$ cat config.mk
export PLATFORM = sky130hd
export DESIGN_NAME = uart_controller
export DESIGN_NICKNAME = d
export VERILOG_FILES = /design/src/rtl/uart_controller.sv
export SDC_FILE = /design/constraint.sdc
export NUM_CORES = 1
export LEC_CHECK = 0
export ABC_AREA = 1
export CELL_PAD_IN_SITES_DETAIL_PLACEMENT = 1
export CELL_PAD_IN_SITES_GLOBAL_PLACEMENT = 1
export CORE_MARGIN = 2
export CORE_UTILIZATION = 48
export DETAILED_ROUTE_END_ITERATION = 6
export PLACE_DENSITY = 0.95
export SYNTH_ARGS = -nofsm -noshare
export SYNTH_HDL_FRONTEND = slang
export SYNTH_SLANG_ARGS = --single-unit
$ cat constraint.sdc
create_clock -name clk -period 7.16 [get_ports clk]
set_clock_uncertainty 0.1 [all_clocks]
set_input_delay 1.074 -clock clk [delete_from_list [all_inputs] [get_ports clk]]
set_output_delay 1.074 -clock clk [all_outputs]
set_load 0.01 [all_outputs]
$ cat src/rtl/uart_controller.sv
// Memory-mapped UART: programmable divisor, TX/RX FIFOs, sticky error flags, level irq.
// Optional parity support is compiled in when UART_PARITY_EN is defined.
module uart_controller #(
  parameter int          CLOCK_FREQ   = 25000000,
  parameter int          DEFAULT_BAUD = 9600,
  parameter int          DATA_BITS    = 8,
  parameter int          FIFO_DEPTH   = 8,
  parameter logic [31:0] BASE_ADDRESS = 32'h00001000
) (
  input  logic        clk,
  input  logic        reset,
  input  logic        rx,
  output logic        tx,
  input  logic        read,
  input  logic        write,
  input  logic [31:0] address,
  input  logic [31:0] write_data,
  output logic [31:0] read_data,
  output logic        irq
);
  localparam int          AW          = $clog2(FIFO_DEPTH);
  localparam logic [15:0] DIV_RESET   = 16'(CLOCK_FREQ / DEFAULT_BAUD);
  localparam logic [31:0] ADDR_DATA   = BASE_ADDRESS;
  localparam logic [31:0] ADDR_STATUS = BASE_ADDRESS + 32'd4;
  localparam logic [31:0] ADDR_CTRL   = BASE_ADDRESS + 32'd8;
  localparam logic [2:0]  LAST_BIT    = 3'(DATA_BITS - 1);

  typedef enum logic [2:0] {S_IDLE, S_START, S_DATA, S_PARITY, S_STOP} state_t;

  logic [15:0] divisor_reg, eff_div;
  logic        tx_en_reg, rx_en_reg, rx_irq_en_reg, tx_irq_en_reg;
  logic        parity_en, parity_odd;
  logic        rxovr_reg, frame_err_reg, par_err_reg, txovf_reg;
  logic        irq_reg;

  logic sel_data, sel_status, sel_ctrl;
  logic wr_data, rd_data, wr_status, wr_ctrl;
  logic unused_bits;

  assign sel_data    = (address == ADDR_DATA);
  assign sel_status  = (address == ADDR_STATUS);
  assign sel_ctrl    = (address == ADDR_CTRL);
  assign wr_data     = write & sel_data;
  assign rd_data     = read & sel_data;
  assign wr_status   = write & sel_status;
  assign wr_ctrl     = write & sel_ctrl;
  assign unused_bits = ^write_data;
  assign eff_div     = (divisor_reg < 16'd4) ? 16'd4 : divisor_reg;

  // ---------------- FIFOs (extra pointer bit distinguishes full from empty)
  logic [DATA_BITS-1:0] tx_mem [FIFO_DEPTH];
  logic [DATA_BITS-1:0] rx_mem [FIFO_DEPTH];
  logic [AW:0] tx_wr_ptr_reg, tx_rd_ptr_reg, rx_wr_ptr_reg, rx_rd_ptr_reg;
  logic tx_empty, tx_full, rx_empty, rx_full;
  logic tx_push, tx_pop, rx_push, rx_pop;
  logic [DATA_BITS-1:0] tx_head, rx_head;

  assign tx_empty = (tx_wr_ptr_reg == tx_rd_ptr_reg);
  assign tx_full  = (tx_wr_ptr_reg[AW] != tx_rd_ptr_reg[AW]) &&
                    (tx_wr_ptr_reg[AW-1:0] == tx_rd_ptr_reg[AW-1:0]);
  assign rx_empty = (rx_wr_ptr_reg == rx_rd_ptr_reg);
  assign rx_full  = (rx_wr_ptr_reg[AW] != rx_rd_ptr_reg[AW]) &&
                    (rx_wr_ptr_reg[AW-1:0] == rx_rd_ptr_reg[AW-1:0]);
  assign tx_push  = wr_data & ~tx_full;
  assign rx_pop   = rd_data & ~rx_empty;
  assign tx_head  = tx_mem[tx_rd_ptr_reg[AW-1:0]];
  assign rx_head  = rx_mem[rx_rd_ptr_reg[AW-1:0]];

  logic [DATA_BITS-1:0] rx_shift_reg;

  always_ff @(posedge clk) begin
    if (tx_push) tx_mem[tx_wr_ptr_reg[AW-1:0]] <= write_data[DATA_BITS-1:0];
    if (rx_push) rx_mem[rx_wr_ptr_reg[AW-1:0]] <= rx_shift_reg;
  end

  always_ff @(posedge clk) begin
    if (reset) begin
      tx_wr_ptr_reg <= '0;
      tx_rd_ptr_reg <= '0;
      rx_wr_ptr_reg <= '0;
      rx_rd_ptr_reg <= '0;
    end else begin
      if (tx_push) tx_wr_ptr_reg <= tx_wr_ptr_reg + 1'b1;
      if (tx_pop)  tx_rd_ptr_reg <= tx_rd_ptr_reg + 1'b1;
      if (rx_push) rx_wr_ptr_reg <= rx_wr_ptr_reg + 1'b1;
      if (rx_pop)  rx_rd_ptr_reg <= rx_rd_ptr_reg + 1'b1;
    end
  end

  // ---------------- control register
  always_ff @(posedge clk) begin
    if (reset) begin
      divisor_reg   <= DIV_RESET;
      tx_en_reg     <= 1'b1;
      rx_en_reg     <= 1'b1;
      rx_irq_en_reg <= 1'b0;
      tx_irq_en_reg <= 1'b0;
    end else if (wr_ctrl) begin
      divisor_reg   <= write_data[15:0];
      tx_en_reg     <= write_data[16];
      rx_en_reg     <= write_data[17];
      rx_irq_en_reg <= write_data[18];
      tx_irq_en_reg <= write_data[19];
    end
  end

`ifdef UART_PARITY_EN
  logic parity_en_reg, parity_odd_reg;
  always_ff @(posedge clk) begin
    if (reset) begin
      parity_en_reg  <= 1'b0;
      parity_odd_reg <= 1'b0;
    end else if (wr_ctrl) begin
      parity_en_reg  <= write_data[20];
      parity_odd_reg <= write_data[21];
    end
  end
  assign parity_en  = parity_en_reg;
  assign parity_odd = parity_odd_reg;
`else
  assign parity_en  = 1'b0;
  assign parity_odd = 1'b0;
`endif

  // ---------------- TX engine; divisor and parity mode latched at frame start
  state_t               tx_state_reg, tx_state_next;
  logic [15:0]          tx_cnt_reg, tx_cnt_next, tx_div_reg, tx_div_next;
  logic [2:0]           tx_bit_reg, tx_bit_next;
  logic [DATA_BITS-1:0] tx_shift_reg, tx_shift_next;
  logic                 tx_par_reg, tx_par_next, tx_par_en_reg, tx_par_en_next;
  logic                 tx_line_reg, tx_line_next, tx_tick;

  assign tx_tick = (tx_cnt_reg == tx_div_reg - 16'd1);

  always_ff @(posedge clk) begin
    if (reset) begin
      tx_state_reg  <= S_IDLE;
      tx_cnt_reg    <= '0;
      tx_div_reg    <= 16'd4;
      tx_bit_reg    <= '0;
      tx_shift_reg  <= '0;
      tx_par_reg    <= 1'b0;
      tx_par_en_reg <= 1'b0;
      tx_line_reg   <= 1'b1;
    end else begin
      tx_state_reg  <= tx_state_next;
      tx_cnt_reg    <= tx_cnt_next;
      tx_div_reg    <= tx_div_next;
      tx_bit_reg    <= tx_bit_next;
      tx_shift_reg  <= tx_shift_next;
      tx_par_reg    <= tx_par_next;
      tx_par_en_reg <= tx_par_en_next;
      tx_line_reg   <= tx_line_next;
    end
  end

  always_comb begin
    tx_state_next  = tx_state_reg;
    tx_cnt_next    = tx_tick ? 16'd0 : tx_cnt_reg + 16'd1;
    tx_div_next    = tx_div_reg;
    tx_bit_next    = tx_bit_reg;
    tx_shift_next  = tx_shift_reg;
    tx_par_next    = tx_par_reg;
    tx_par_en_next = tx_par_en_reg;
    tx_line_next   = 1'b1;
    tx_pop         = 1'b0;
    unique case (tx_state_reg)
      S_IDLE: begin
        tx_cnt_next = '0;
        if (tx_en_reg && !tx_empty) begin
          tx_pop         = 1'b1;
          tx_state_next  = S_START;
          tx_shift_next  = tx_head;
          tx_div_next    = eff_div;
          tx_par_en_next = parity_en;
          tx_par_next    = (^tx_head) ^ parity_odd;
        end
      end
      S_START: begin
        tx_line_next = 1'b0;
        if (tx_tick) begin
          tx_state_next = S_DATA;
          tx_bit_next   = '0;
        end
      end
      S_DATA: begin
        tx_line_next = tx_shift_reg[0];
        if (tx_tick) begin
          tx_shift_next = tx_shift_reg >> 1;
          tx_bit_next   = tx_bit_reg + 3'd1;
          if (tx_bit_reg == LAST_BIT) tx_state_next = tx_par_en_reg ? S_PARITY : S_STOP;
        end
      end
      S_PARITY: begin
        tx_line_next = tx_par_reg;
        if (tx_tick) tx_state_next = S_STOP;
      end
      S_STOP: begin
        if (tx_tick) tx_state_next = S_IDLE;
      end
      default: tx_state_next = S_IDLE;
    endcase
  end

  assign tx = tx_line_reg;

  // ---------------- RX engine
  state_t               rx_state_reg, rx_state_next;
  logic [15:0]          rx_cnt_reg, rx_cnt_next, rx_div_reg, rx_div_next;
  logic [2:0]           rx_bit_reg, rx_bit_next;
  logic [DATA_BITS-1:0] rx_shift_next;
  logic                 rx_par_en_reg, rx_par_en_next, rx_odd_reg, rx_odd_next;
  logic                 rx_par_bit_reg, rx_par_bit_next;
  logic                 rx_sync1_reg, rx_sync2_reg, rx_prev_reg, rx_tick;
  logic                 frame_err_set, par_err_set, rxovr_set;

  assign rx_tick = (rx_cnt_reg == rx_div_reg - 16'd1);

  always_ff @(posedge clk) begin
    if (reset) begin
      rx_sync1_reg   <= 1'b1;
      rx_sync2_reg   <= 1'b1;
      rx_prev_reg    <= 1'b1;
      rx_state_reg   <= S_IDLE;
      rx_cnt_reg     <= '0;
      rx_div_reg     <= 16'd4;
      rx_bit_reg     <= '0;
      rx_shift_reg   <= '0;
      rx_par_en_reg  <= 1'b0;
      rx_odd_reg     <= 1'b0;
      rx_par_bit_reg <= 1'b0;
    end else begin
      rx_sync1_reg   <= rx;
      rx_sync2_reg   <= rx_sync1_reg;
      rx_prev_reg    <= rx_sync2_reg;
      rx_state_reg   <= rx_state_next;
      rx_cnt_reg     <= rx_cnt_next;
      rx_div_reg     <= rx_div_next;
      rx_bit_reg     <= rx_bit_next;
      rx_shift_reg   <= rx_shift_next;
      rx_par_en_reg  <= rx_par_en_next;
      rx_odd_reg     <= rx_odd_next;
      rx_par_bit_reg <= rx_par_bit_next;
    end
  end

  always_comb begin
    rx_state_next   = rx_state_reg;
    rx_cnt_next     = rx_tick ? 16'd0 : rx_cnt_reg + 16'd1;
    rx_div_next     = rx_div_reg;
    rx_bit_next     = rx_bit_reg;
    rx_shift_next   = rx_shift_reg;
    rx_par_en_next  = rx_par_en_reg;
    rx_odd_next     = rx_odd_reg;
    rx_par_bit_next = rx_par_bit_reg;
    rx_push         = 1'b0;
    frame_err_set   = 1'b0;
    par_err_set     = 1'b0;
    rxovr_set       = 1'b0;
    unique case (rx_state_reg)
      S_IDLE: begin
        rx_cnt_next = '0;
        if (rx_en_reg && rx_prev_reg && !rx_sync2_reg) begin
          rx_state_next  = S_START;
          rx_div_next    = eff_div;
          rx_par_en_next = parity_en;
          rx_odd_next    = parity_odd;
        end
      end
      S_START: begin
        // Mid-start-bit check rejects short glitches.
        if (rx_cnt_reg == (rx_div_reg >> 1) - 16'd1) begin
          rx_cnt_next   = '0;
          rx_bit_next   = '0;
          rx_state_next = rx_sync2_reg ? S_IDLE : S_DATA;
        end
      end
      S_DATA: begin
        if (rx_tick) begin
          rx_shift_next = {rx_sync2_reg, rx_shift_reg[DATA_BITS-1:1]};
          rx_bit_next   = rx_bit_reg + 3'd1;
          if (rx_bit_reg == LAST_BIT) rx_state_next = rx_par_en_reg ? S_PARITY : S_STOP;
        end
      end
      S_PARITY: begin
        if (rx_tick) begin
          rx_par_bit_next = rx_sync2_reg;
          rx_state_next   = S_STOP;
        end
      end
      S_STOP: begin
        if (rx_tick) begin
          rx_state_next = S_IDLE;
          if (!rx_sync2_reg) frame_err_set = 1'b1;
          else if (rx_par_en_reg && (rx_par_bit_reg != ((^rx_shift_reg) ^ rx_odd_reg)))
            par_err_set = 1'b1;
          else if (rx_full) rxovr_set = 1'b1;
          else rx_push = 1'b1;
        end
      end
      default: rx_state_next = S_IDLE;
    endcase
  end

  // ---------------- sticky flags (a new event wins over a same-cycle clear), irq
  always_ff @(posedge clk) begin
    if (reset) begin
      rxovr_reg     <= 1'b0;
      frame_err_reg <= 1'b0;
      par_err_reg   <= 1'b0;
      txovf_reg     <= 1'b0;
      irq_reg       <= 1'b0;
    end else begin
      rxovr_reg     <= rxovr_set     | (rxovr_reg     & ~(wr_status & write_data[5]));
      frame_err_reg <= frame_err_set | (frame_err_reg & ~(wr_status & write_data[6]));
      par_err_reg   <= par_err_set   | (par_err_reg   & ~(wr_status & write_data[7]));
      txovf_reg     <= (wr_data & tx_full) | (txovf_reg & ~(wr_status & write_data[8]));
      irq_reg       <= (rx_irq_en_reg & ~rx_empty) | (tx_irq_en_reg & tx_empty);
    end
  end

  assign irq = irq_reg;

  always_comb begin
    read_data = '0;
    if (read) begin
      if (sel_data && !rx_empty)
        read_data = {{(32-DATA_BITS){1'b0}}, rx_head};
      else if (sel_status)
        read_data = {23'd0, txovf_reg, par_err_reg, frame_err_reg, rxovr_reg,
                     (tx_state_reg != S_IDLE), tx_full, tx_empty, rx_full, ~rx_empty};
      else if (sel_ctrl)
        read_data = {10'd0, parity_odd, parity_en, tx_irq_en_reg, rx_irq_en_reg,
                     rx_en_reg, tx_en_reg, divisor_reg};
    end
  end
endmodule
==> results of run 1 <==
## power by group through the flow
stage	Clock (uW)	Sequential, uW	Combinational, uW
floorplan	0	1810	1000
global placement	0	1850	1200
detailed placement	0	1860	1310
CTS	1600	1830	1370
global route	1660	1850	1540
finish	1590	1840	1390
## area by class of cell
type	instances	area, sq um	area share, %
multi-input cells	1188	6090	38.5
well taps	378	473	2.99
clock buffers	39	803	5.08
flip-flops and latches	272	6730	42.5
inverters	167	627	3.96
clock inverters	15	199	1.26
repair buffers	93	893	5.65
## Yosys cell counts, drive strengths merged
cell      n  area [sq um]
nand2   350          1360
nor2    256          1110
inv     166           623
dfxtp   144          2880
o21ai   143           731
edfxtp  128          3840
a21oi   104           532
nand3    96           518
nor3     41           220
xor2     36           315
clkbuf   35           131
buf      34           209
xnor2    31           272
nand4    18           119
mux2i    17           174
o211ai   16           120
ha       13           163
nand3b   12          90.1
o22ai     9          56.3
nor3b     8          60.1
nor4      8          50.1
a221oi    6          52.6
or2       6          37.5
o21bai    3          22.5
and2      1          6.26
and3      1          6.26
clkinv    1          3.75
conb      1          3.75
o221ai    1          8.76
## logic make-up (layout without fill, tap and decap cells)
logic type	count (synthesis)	after routing	synth area share, %
flops	272	272	49.0
fa+ha+maj	13	13	1.19
xor+xnor	67	67	4.28
mux	17	17	1.27
compound gates	282	282	11.1
simple gates	797	797	26.1
other cells	1	12	0.0273
buf+inv	236	314	7.05
## routing by layer
| layer | vias to the layer above | GRT usage (%) | routed length [microns] |
|---|---|---|---|
| met3 | 175 | 4.24 | 2230 |
| li1 | 5706 | - | - |
| met5 | - | 0 | 0 |
| met1 | 5939 | 34.4 | 17500 |
| met2 | 449 | 51.9 | 22100 |
| met4 | 0 | 13.6 | 2220 |
## worst max path at each step
stage	endpoint	slack [ns]	cells after the start
final	read_data[8]	1.83	11
after global routing	read_data[8]	1.60	11
after CTS	read_data[8]	1.82	11
after detailed placement	read_data[8]	1.95	11
after global placement	read_data[8]	2.02	10
after floorplan	read_data[0]	3.56	8
## through the flow
step / power (uW) / util [%]
final: 4820 / 56.6
after global routing: 5050 / 56.6
after CTS: 4800 / 56.6
after global placement: 3060 / 53.0
after floorplan: 2820 / -
after detailed placement: 3170 / 53.0
==> results_dict.tcl, run 1 <==
set metrics [dict create \
    worst_ir_drop_on_vdd_uv 247 \
    final_layout_size_suffix_gt1_share_pct 7.72 \
    cell_type_of_the_slowest_stage_on_the_worst_timing_path "sky130_fd_sc_hd__clkdlybuf4s50_1" \
    critical_path_buf_inv_count 3 \
    power_density_nw_per_um2 305 \
    maxClockFrequency_mhz 187 \
    hold_depth 1 \
    clkSlewWorstSetupHoldPaths_ns 0.06 \
    die_height_microns 173 \
    ys_seq_area_share_pct 49.0 \
    detailed_place_hpwl_microns 29100 \
    clkPwrFrac_pct 33.0 \
    fillers 3343 \
    syn2layout_area_growth_pct 15.3 \
    die_area_sq_um 30000 \
    final_cells 2152 \
    worst_slew_margin_rel_pct 23.2 \
    vias_per_cell 5.70 \
    power_switching_uw 1740 \
    cell_internal_pwr_uw 3080 \
    timing.final.hold_violations 0 \
    worst-path-max-fanout 11 \
    cp_cell_sequence "clkdlybuf4s50_1, nor2_1, nand2_1, nor2_1, nand2_1, nor3_1, nand2_1, inv_1, nand2_1, a21oi_1, clkdlybuf4s50_1" \
    critical_path.max_stage_delay_ns 0.63 \
    first_global_vias 13100 \
    p_seq_share_pct 38.1 \
    cts_resized 0 \
    grt_max_degree 49 \
    clock_tree.root_cell "sky130_fd_sc_hd__clkbuf_16" \
    r2r_cells 16 \
    post_placement_worst_setup_slack_ns 1.95 \
    routed-via-count 12300 \
    total_iterations_of_the_first_detailed_routing_run 5 \
    synth_area_sq_um 13700 \
    die-width_microns 173 \
    floorplan.io_pins 103 \
    syn-mean-instance-area_sq_um 8.14 \
    coreArea_sq_um 27900 \
    final-max-slew-violation-count 0 \
    gpl.final_weighted_congestion 0.851 \
    post-route-drc-count 0 \
    report.final.setup_viol 0 \
    min_period_ns 5.33 \
    post-place-cells 2098 \
    worst_r2r_startpoint "rx_div_reg[1]" \
    share_comb_of_total_power_pct 28.9 \
    maxCapViolCount 0 \
    grtUsageTotal_pct 29.1 \
    dpl-instance-area_sq_um 14800 \
    cp_delay_by_family_top "buffers and inverters" \
    drt-total-wl_microns 44100 \
    cts-hold-fix-buffers 0 \
    leakage_uw 0.00627 \
    clock_tree.buffer_depth 3 \
    hold_slack_ns 0.324 \
    outcome "finished clean" \
    grt_first_pass_wirelength_microns 70300 \
    antenna_found_initial 1 \
    worstHoldPathType "reg2reg" \
    startpoint "address[17]" \
    clock_latency_ns 0.58 \
    final_cell_mix "338 x sky130_fd_sc_hd__nand2_1, 228 x sky130_fd_sc_hd__nor2_1, 153 x sky130_fd_sc_hd__inv_1" \
    cp-start-kind "primary input" \
    postCtsSetupRepairBufs 0 \
    grt_setup_unrepaired "false" \
    cts_made_buffers 29 \
    tns_ns 0 \
    clock-sinks 272 \
    required_time_reported_for_the_critical_path_endpoint_ns 5.99 \
    grt_remaining_overflow 0 \
    setup.worst_path.class "in2out" \
    synthDistinctLibCells 48 \
    fin_crit_sh_pct 74.5 \
    num_antenna_cells 0 \
    row_count 61 \
    cp.arrival_ns 4.16 \
    path_common_cell "sky130_fd_sc_hd__nand2_1" \
    endpoint_kind "output port" \
    worst_min_path_start "rx_sync1_reg" \
    timing_worst_slew_pin_value_ns 1.15 \
    synth_warnings 0 \
    drt_first_iter_violations 943 \
    synth_seq_cells 272 \
    mostFrequentLayoutCell "sky130_fd_sc_hd__nand2_1" \
    placement.io_buffers 78 \
    initial_core_util_pct 49.1 \
    cts_tree "done" \
    min_to "rx_sync2_reg" \
    power_switching_share_pct 36.1 \
    num-nets-final 1833 \
    final_antenna_net_count 0 \
    r2r_setup_slack_ns 3.23 \
    finalInstanceArea_sq_um 15800 \
    post_synth_inst_count 1685 \
    wire_per_inst_microns 20.5 \
    cts_htree_levels 1 \
    fin_ws_ns 1.83 \
    critical_path.reg2reg.endpoint "rx_mem[1][5]" \
]
Note: power is estimated with default switching activity, not from simulation.
==> run 2, diff against run 1 <==
--- a/config.mk
+++ b/config.mk
@@ -9,9 +9,9 @@
 export CELL_PAD_IN_SITES_DETAIL_PLACEMENT = 1
 export CELL_PAD_IN_SITES_GLOBAL_PLACEMENT = 1
 export CORE_MARGIN = 2
-export CORE_UTILIZATION = 48
+export CORE_UTILIZATION = 40
 export DETAILED_ROUTE_END_ITERATION = 6
-export PLACE_DENSITY = 0.95
+export PLACE_DENSITY = 0.86
 export SYNTH_ARGS = -nofsm -noshare
 export SYNTH_HDL_FRONTEND = slang
 export SYNTH_SLANG_ARGS = --single-unit
==> constraint.sdc (replaced) <==
create_clock -name clk -period 4.7 [get_ports clk]
set_clock_uncertainty 0.1 [all_clocks]
set_input_delay 0.705 -clock clk [delete_from_list [all_inputs] [get_ports clk]]
set_output_delay 0.705 -clock clk [all_outputs]
set_load 0.01 [all_outputs]
==> results_dict.tcl, run 2 (same netlist as run 1, synthesis figures left out) <==
set metrics [dict create \
    outcome "finished clean" \
    die_area_sq_um 35800 \
    cts-hold-fix-buffers 0 \
    critical_path_buf_inv_count 4 \
    cp.arrival_ns 3.56 \
    grt_remaining_overflow 0 \
    vias_per_cell 5.27 \
    cts_resized 0 \
    grt_first_pass_wirelength_microns 64300 \
    wire_per_inst_microns 17.7 \
    min_period_ns 4.37 \
    cts_htree_levels 1 \
    cts_tree "done" \
    final_antenna_net_count 0 \
    fillers 4037 \
    die_height_microns 189 \
    final_layout_size_suffix_gt1_share_pct 8.07 \
    clock-sinks 272 \
    drt_first_iter_violations 641 \
    floorplan.io_pins 103 \
    grt_max_degree 63 \
    critical_path.max_stage_delay_ns 0.64 \
    worstHoldPathType "reg2reg" \
    tns_ns 0 \
    detailed_place_hpwl_microns 28600 \
    cell_type_of_the_slowest_stage_on_the_worst_timing_path "sky130_fd_sc_hd__clkdlybuf4s50_1" \
    final_cell_mix "338 x sky130_fd_sc_hd__nand2_1, 227 x sky130_fd_sc_hd__nor2_1, 153 x sky130_fd_sc_hd__inv_1" \
    fin_crit_sh_pct 92.9 \
    gpl.final_weighted_congestion 0.843 \
    total_iterations_of_the_first_detailed_routing_run 5 \
    total_power_uw 7140 \
    clock_latency_ns 0.58 \
    ff_latch_area_sq_um 6730 \
    maxCapViolCount 0 \
    initial_core_util_pct 40.8 \
    syn2layout_area_growth_pct 16.0 \
    setup.worst_path.class "reg2out" \
    row_count 67 \
    post-route-drc-count 0 \
    cp_cell_sequence "inv_1, nand2_1, nand3_1, nor2_1, inv_1, nor2_1, nor2_1, inv_1, nand2_1, nor3_1, clkdlybuf4s50_1" \
    first_global_vias 12400 \
    die-width_microns 189 \
    worst_slew_margin_rel_pct 33.3 \
    worst-path-max-fanout 12 \
    report.final.setup_viol 0 \
    clkSlewWorstSetupHoldPaths_ns 0.06 \
    coreArea_sq_um 33600 \
    clock_tree.buffer_depth 3 \
    mostFrequentLayoutCell "sky130_fd_sc_hd__nand2_1" \
    worst_ir_drop_on_vdd_uv 343 \
    timing.final.hold_violations 0 \
    grt_setup_unrepaired "false" \
    num-nets-final 1842 \
    power_density_nw_per_um2 448 \
    cp-start-kind "register" \
    endpoint_kind "output port" \
    maxClockFrequency_mhz 229 \
    required_time_reported_for_the_critical_path_endpoint_ns 3.89 \
    routed-via-count 11800 \
    postCtsSetupRepairBufs 0 \
    leakage_uw 0.00630 \
    num_antenna_cells 0 \
    final-max-slew-violation-count 0 \
    placement.io_buffers 78 \
    grtUsageTotal_pct 22.2 \
    cts_made_buffers 31 \
    drt-total-wl_microns 39400 \
    multi_input_gate_area_in_the_final_layout_sq_um 6080 \
    clock_tree.root_cell "sky130_fd_sc_hd__clkbuf_16" \
    antenna_found_initial 0 \
    cp_delay_by_family_top "simple AND/OR/NAND/NOR gates" \
    timing_worst_slew_pin_value_ns 1.00 \
]
run 2: changes by cell type in the layout (fill, tap and decap cells not counted), sizes merged:
cell	previous run	this run
inv	168	170
buf	15	22
bufinv	4	1
clkinv	9	8
clkbuf	39	44
run 2: where the power goes:
part           switching (uW)  internal [uW]
sequential                156           2610
clock                    1000           1340
combinational            1370            666
total                    2520           4620
run 2: final timing paths:
| kind | end | slack (ns) | from | cells after the start |
|---|---|---|---|---|
| hold / removal | rx_sync2_reg | 0.32 | rx_sync1_reg | 1 |
| setup / recovery | read_data[9] | 0.33 | rx_wr_ptr_reg[0] | 11 |
| hold reg to reg | rx_sync2_reg | 0.32 | rx_sync1_reg | 1 |
| setup reg to reg | rx_mem[7][6] | 1.01 | rx_div_reg[1] | 14 |
run 2: layout make-up:
| class | count | share of cell area, % |
|---|---|---|
| clock buffer | 44 | 5.43 |
| clock inverter | 13 | 0.754 |
| inverter | 167 | 3.94 |
| multi-input combinational | 1188 | 38.2 |
| sequential | 272 | 42.2 |
| tap | 448 | 3.52 |
| timing repair buffer | 100 | 5.94 |
run 2: metrics by stage:
stage	cells	instance area (sq um)	setup WS (ns)	util (%)	hold slack (ns)
floorplan	1696	13800	1.84	-	0.289
global placement	2175	14900	0.602	44.4	0.296
detailed placement	2175	14900	0.484	44.4	0.307
CTS	2232	15900	0.320	47.4	0.322
global route	2232	15900	0.0971	47.4	0.344
finish	2232	15900	0.333	47.4	0.318
run 2: metal layers:
layer  up-vias  global-route usage [%]  share of wire, %
li1       5717                       -                 -
met1      5732                    26.7                42
met2       241                    40.9                51
met3        78                    2.78               4.2
met4         0                    6.91               2.6
met5         -                       0                 0
